$ cat src/rtl/mem_arbiter_if.sv
// Memory-port types and the requester/memory bus bundle shared by mem_arbiter and its users.
package mem_arbiter_pkg;
    localparam int XLEN = 32;

    typedef enum logic [1:0] {
        write_byte = 2'd0,
        write_half = 2'd1,
        write_word = 2'd2
    } mem_width_t;

    typedef struct packed {
        logic [XLEN-1:0] addr;
        logic            wenable;
        logic [XLEN-1:0] wdata;
        mem_width_t      wwidth;
    } mem_control_t;
endpackage

interface mem_arbiter_if #(
    parameter int NUM_REQ = 2
);
    import mem_arbiter_pkg::*;

    logic [NUM_REQ-1:0] req;
    mem_control_t       req_ctrl [NUM_REQ];
    logic [NUM_REQ-1:0] lock;
    logic [NUM_REQ-1:0] gnt;
    logic [NUM_REQ-1:0] rvalid;
    logic [XLEN-1:0]    rdata;
    mem_control_t       mem_ctrl;
    logic [XLEN-1:0]    mem_rdata;

    // Arbiter side: sees requests and read data, drives grants and the memory port.
    modport slave (
        input  req, req_ctrl, lock, mem_rdata,
        output gnt, rvalid, rdata, mem_ctrl
    );

    // Requester/memory side: the mirror image of the arbiter.
    modport master (
        output req, req_ctrl, lock, mem_rdata,
        input  gnt, rvalid, rdata, mem_ctrl
    );
endinterface

$ cat src/rtl/mem_arbiter.sv
// Round-robin arbiter with bounded locking that shares one synchronous memory port
// between NUM_REQ requesters and steers read data back to the requester that issued it.
module mem_arbiter
    import mem_arbiter_pkg::*;
#(
    parameter int NUM_REQ  = 2,
    parameter int MAX_LOCK = 4
) (
    input  logic         clock,
    input  logic         reset,
    mem_arbiter_if.slave bus
);
    localparam int IDX_W = $clog2(NUM_REQ);
    typedef logic [IDX_W-1:0] idx_t;

    // Registered arbitration state.
    idx_t       rr_ptr;
    idx_t       owner;
    logic       owner_valid;
    logic [3:0] lock_cnt;
    logic       rd_pending;
    idx_t       rd_owner;

    // Combinational decision for the current cycle.
    logic               lock_hold;
    logic               grant_any;
    logic               grant;
    idx_t               winner;
    idx_t               cand;
    idx_t               next_ptr;
    logic [NUM_REQ-1:0] search_req;

    // Pick this cycle's winner: locked owner first, otherwise round-robin from rr_ptr.
    always_comb begin
        // NOTE: every variable gets a value before any condition so no path can infer a latch.
        lock_hold  = 1'b0;
        grant_any  = 1'b0;
        winner     = rr_ptr;
        cand       = '0;
        search_req = bus.req;

        lock_hold = owner_valid && bus.lock[owner] && bus.req[owner]
                    && (lock_cnt < 4'(MAX_LOCK));

        // An owner that used up its lock sits out one search, unless nobody else wants the port.
        if (owner_valid && (lock_cnt == 4'(MAX_LOCK))
            && ((bus.req & ~(NUM_REQ'(1) << owner)) != '0)) begin
            search_req[owner] = 1'b0;
        end

        if (lock_hold) begin
            grant_any = 1'b1;
            winner    = owner;
        end else begin
            for (int k = 0; k < NUM_REQ; k++) begin
                cand = idx_t'((int'(rr_ptr) + k) % NUM_REQ);
                if (!grant_any && search_req[cand]) begin
                    grant_any = 1'b1;
                    winner    = cand;
                end
            end
        end

        next_ptr = (winner == idx_t'(NUM_REQ - 1)) ? '0 : winner + idx_t'(1);
    end

    // Drive grants, the memory port and the read-return strobe; reset blocks all of them.
    always_comb begin
        grant        = grant_any && !reset;
        bus.gnt      = '0;
        if (grant) begin
            bus.gnt[winner] = 1'b1;
        end

        bus.mem_ctrl         = bus.req_ctrl[winner];
        bus.mem_ctrl.wenable = grant && bus.req_ctrl[winner].wenable;

        bus.rvalid = '0;
        if (rd_pending) begin
            bus.rvalid[rd_owner] = 1'b1;
        end

        bus.rdata = bus.mem_rdata;
    end

    // Record the grant: owner, next priority, lock run length and any read awaiting data.
    always_ff @(posedge clock or posedge reset) begin
        // NOTE: sequential state uses non-blocking assignments so every register samples pre-edge values.
        if (reset) begin
            rr_ptr      <= '0;
            owner       <= '0;
            owner_valid <= 1'b0;
            lock_cnt    <= '0;
            rd_pending  <= 1'b0;
            rd_owner    <= '0;
        end else if (grant_any) begin
            owner       <= winner;
            owner_valid <= 1'b1;
            rr_ptr      <= next_ptr;
            if (lock_hold) begin
                lock_cnt <= lock_cnt + 4'd1;
            end else if (bus.lock[winner]) begin
                lock_cnt <= 4'd1;
            end else begin
                lock_cnt <= '0;
            end
            rd_pending <= !bus.req_ctrl[winner].wenable;
            rd_owner   <= winner;
        end else begin
            owner_valid <= 1'b0;
            lock_cnt    <= '0;
            rd_pending  <= 1'b0;
        end
    end
endmodule
$ cat src/flat_wrapper.sv
// flat-port wrapper written by rule: the top's interface ports become plain ports
module mem_arbiter_flat import mem_arbiter_pkg::*;
#(
    parameter int NUM_REQ  = 2,
    parameter int MAX_LOCK = 4
)
  (clock, reset, bus_req, bus_req_ctrl, bus_lock, bus_mem_rdata, bus_gnt, bus_rvalid, bus_rdata, bus_mem_ctrl);
  mem_arbiter_if #(.NUM_REQ(NUM_REQ)) bus_i ();
  input  logic clock;
  input  logic reset;
  input wire logic [$bits(bus_i.req)-1:0] bus_req;
  input wire logic [$bits(bus_i.req_ctrl)-1:0] bus_req_ctrl;
  input wire logic [$bits(bus_i.lock)-1:0] bus_lock;
  input wire logic [$bits(bus_i.mem_rdata)-1:0] bus_mem_rdata;
  output wire logic [$bits(bus_i.gnt)-1:0] bus_gnt;
  output wire logic [$bits(bus_i.rvalid)-1:0] bus_rvalid;
  output wire logic [$bits(bus_i.rdata)-1:0] bus_rdata;
  output wire logic [$bits(bus_i.mem_ctrl)-1:0] bus_mem_ctrl;
  assign bus_i.req = bus_req;
  assign bus_i.req_ctrl = {>>{bus_req_ctrl}};
  assign bus_i.lock = bus_lock;
  assign bus_i.mem_rdata = bus_mem_rdata;
  assign bus_gnt = bus_i.gnt;
  assign bus_rvalid = bus_i.rvalid;
  assign bus_rdata = bus_i.rdata;
  assign bus_mem_ctrl = bus_i.mem_ctrl;
  mem_arbiter #(.NUM_REQ(NUM_REQ), .MAX_LOCK(MAX_LOCK)) u_core (.clock(clock), .reset(reset), .bus(bus_i));
endmodule
$ cat config.mk
export PLATFORM = sky130hd
export DESIGN_NAME = mem_arbiter_flat
export DESIGN_NICKNAME = d
export VERILOG_FILES = /design/src/rtl/mem_arbiter_if.sv /design/src/rtl/mem_arbiter.sv /design/src/flat_wrapper.sv
export SDC_FILE = /design/constraint.sdc
export NUM_CORES = 1
export LEC_CHECK = 0
export CAP_MARGIN = 20
export CORE_AREA = 4 4 104 106
export CTS_CLUSTER_SIZE = 12
export DETAILED_ROUTE_END_ITERATION = 6
export DIE_AREA = 0 0 108 110
export GPL_ROUTABILITY_DRIVEN = 0
export PLACE_DENSITY = 0.71
export SYNTH_ARGS = -nofsm -noshare
export SYNTH_HDL_FRONTEND = slang
export SYNTH_SLANG_ARGS = --single-unit
$ cat constraint.sdc
create_clock -name clock -period 2.95 [get_ports clock]
set_input_delay 0.885 -clock clock [delete_from_list [all_inputs] [get_ports clock]]
set_output_delay 0.885 -clock clock [all_outputs]
set_load 0.02 [all_outputs]
==> key figures <==
Setup path
  • Required @ worst endpoint: 2.07 ns
  • Crit path max-delay family: buffers and inverters
  • Critical Path End: bus_mem_ctrl[42]
  • Reg2Reg Depth: 10
  • Crit path launch: bus_req[0]
  • Max stage delay on crit path: 0.31 ns
  • CP Depth: 10
  • Reg2Reg Setup Slack: 0.95 ns
  • Critical Path Source Type: primary input
  • Worst EP arrival: 2.52 ns
  • CP cell instances: buf_8, nand3b_1, a211oi_4, nor2_4, a21o_4, buf_4, buf_12, buf_6, mux2_4, buf_6
  • Worst R2R End: u_core.owner
  • Buf/Inv on CP: 5
  • CP Max Fanout: 8
  • Worst setup EP type: output port
  • CP Class: in2out
  • Slowest CP cell: a211oi_4
  • Cell mode on critical path: buf_6
  • Reg-to-Reg Start: u_core.lock_cnt[0]

Global route
  • Initial antenna violation count: 1
  • Overflow left after global routing: 0
  • Largest net degree at the start of global routing: 9
  • Vias in the first global route: 2106
  • Tot GR Track Use: 13.52%
  • First-pass GRT wire length: 12190 um

STA
  • Fin Hold WS: 0.6044 ns
  • Clock Skew: 0.002026 ns
  • Final Hold Viols: 0
  • Max Transition Viols Final: 0
  • Worst setup margin: -0.4579 ns
  • Final Critical Period: 3.408 ns
  • Final setup vio count: 69
  • RSZ-0062 raised after global routing: true
  • Period utilisation layout: 115.5%
  • Fmax: 293.4 MHz

Synth
  • Post-Syn Nets: 330
  • EDFF count, synth: 0
  • Cell taking the most area after synthesis: mux2_4
  • Distinct cells, synth: 30
  • Yosys top cell area share: 55.27%
  • Top FF cell, synth: dfrtp_1
  • YS warnings: 0
  • Synthesis-stage register bit count: 8
  • Area of the mapped netlist: 1793 sq um
  • Largest cells by area after synthesis: mux2_4 (55%), buf_4 (13%), dfrtp_1 (11%)
  • Synthesized instance count: 156
  • Async S/R FF share, synth: 100.0%
  • Register area share after synthesis: 11.17%
  • Syn_area_per_cell: 11.49 sq um

Route
  • Wire length per cell: 18.41 um
  • Via count: 2062
  • Drt first pass iters: 4
  • Via/cell ratio: 4.075
  • Final WL: 9316 um
  • DRT antenna net count: 0
  • Initial drt markers: 73
  • Remaining DRCs: 0

Placement
  • Pre-CTS WS: -1.305 ns
  • Port bufs: 210
  • Post-DP HPWL: 7702 um

CTS
  • Clk sinks: 8
  • Cts hold-fix bufs: 0
  • Clock buffer depth: 2
  • # H-tree levels: 1
  • CTS tree: yes
  • Clk root buf: clkbuf_8
  • TritonCTS Buffers: 3
  • Skew-Pair Late Insertion Delay: 0.22 ns
  • Worst-path clk slew: 0.04 ns

Power and ir drop
  • Sw Share: 38.29%
  • Worst vdd ir: 0.2549 mV
  • Leak: 2.028 nW
  • Internal power: 1.948 mW
  • Reg power frac: 5.2%
  • Logic pwr share: 90.9%
  • P_sw: 1.209 mW
  • PwrDens: 718.4 nW/um^2
  • Clock share of power: 4.0%

Cells and area
  • ANT cells: 0
  • Area grow syn2layout: 145.1%
  • Net count, final: 549
  • Reg area: 200.2 sq um
  • Filler cell count: 920
  • Footprint of the multi-input gates: 1321 sq um
  • Layout cells sized above 1: 52.82%

Die
  • Core Footprint: 9774 sq um
  • Die Wd: 108 um
  • Io pins: 275
  • Initial Util: 18.34%
  • Row cnt: 36
  • DIE HEIGHT: 110 um
  • Die area: 11880 sq um

Run status
  • Failing checks: setup timing
  • Outcome: finished, violations left

Worst hold path
  • Hold path depth: 2
  • Hold Startpoint: u_core.lock_cnt[0]
  • Min-Delay Path Class: reg2reg

Flow run
  • Max_cap viols: 0
-- sequential cells by signal, indices dropped and copies added (netlist names) --
signal	flops
u_core.lock_cnt	4
u_core.rr_ptr	1
u_core.rd_pending	1
u_core.owner_valid	1
u_core.owner	1
-- synth_stat cells, types with 2 or more instances --
| master | count |
|---|---|
| and2_1 | 3 |
| buf_4 | 32 |
| buf_6 | 8 |
| dfrtp_1 | 8 |
| ha_1 | 2 |
| inv_1 | 6 |
| mux2_4 | 66 |
| nand2_1 | 5 |
| nand2b_1 | 2 |
| nand3_1 | 3 |
| nor2_1 | 2 |
-- worst register-to-register path, cell delays in order (launching register included) --
cell	delay [ns]
dfrtp_1	0.37
inv_1	0.06
ha_1	0.15
nand4b_1	0.16
buf_4	0.18
nand3_1	0.11
nand2_2	0.09
buf_4	0.14
a21o_4	0.24
buf_6	0.14
mux2_2	0.26
-- area by class of cell --
| cell class | instances | area share [%] |
|---|---|---|
| repair buffers | 253 | 60.14 |
| multi-input cells | 103 | 30.07 |
| clock buffers | 3 | 0.9396 |
| inverters | 6 | 0.5125 |
| well taps | 133 | 3.787 |
| flip-flops and latches | 8 | 4.556 |
-- cells by family (layout without fill, tap and decap cells) --
kind of cell               after synthesis  count (layout)  synth area share (%)
muxes                                   68              68                 56.45
DFF                                      8               8                 11.17
and+or+nand+nor                         21              21                 6.421
other                                    1               1                0.2092
adders and majority gates                2               2                 1.395
buffers and inverters                   46             262                 19.68
AOI/OAI and AO/OA                       10              11                 4.676
-- routing by layer --
metal  share of wire (%)  GRT usage (%)
met5                0.21              0
met4                 1.4          3.607
met3                  11          4.718
met2                  49          22.96
met1                  38          16.31
-- metrics by stage --
step	cells	area (sq um)	power (mW)	utilization (%)	setup TNS, ns
6_report	506	4394	3.157	44.96	-24.24
4_1_cts	507	4317	3.154	44.16	-25.78
3_5_place_dp	478	3955	2.537	40.46	-85.97
3_3_place_gp	478	3955	2.517	40.46	-83.84
5_1_grt	506	4394	3.310	44.96	-27.30
2_1_floorplan	156	1823	1.624	-	-3.971
-- how the worst min path moves through the flow --
stage | to | slack [ns]
final | u_core.lock_cnt[0] | 0.60
after global routing | u_core.lock_cnt[0] | 0.63
after CTS | u_core.rr_ptr | 0.58
after detailed placement | u_core.rr_ptr | 0.57
after global placement | u_core.rr_ptr | 0.55
after floorplan | u_core.lock_cnt[0] | 0.47
-- cell usage in the layout (no fill, tap or decap), types with 2 or more instances in the layout --
cell type	count
clkbuf_8	3
dfrtp_1	8
clkdlybuf4s50_1	137
nand2b_1	2
buf_8	3
mux2_4	66
buf_4	29
a21o_4	2
buf_12	6
and2_1	3
buf_6	76
nand3_1	2
nand2_1	4
ha_1	2
inv_1	6
-- what timing repair did --
| item | CTS | global route |
|---|---|---|
| setup endpoints to repair | 69 | 69 |
| cloned | 4 | 0 |
| resized for setup | 413 | 49 |
| setup buffers | 22 | 4 |
| pin swaps | 5 | 2 |
-- power by group through the flow --
| stage | Combinational, mW | Clock (mW) | Sequential (mW) |
|---|---|---|---|
| after global routing | 3.00 | 0.143 | 0.166 |
| after detailed placement | 2.38 | 0 | 0.161 |
| after CTS | 2.86 | 0.133 | 0.160 |
| after global placement | 2.36 | 0 | 0.160 |
| after floorplan | 1.47 | 0 | 0.158 |
| final | 2.87 | 0.126 | 0.163 |
(Power assumes the default switching activity.)
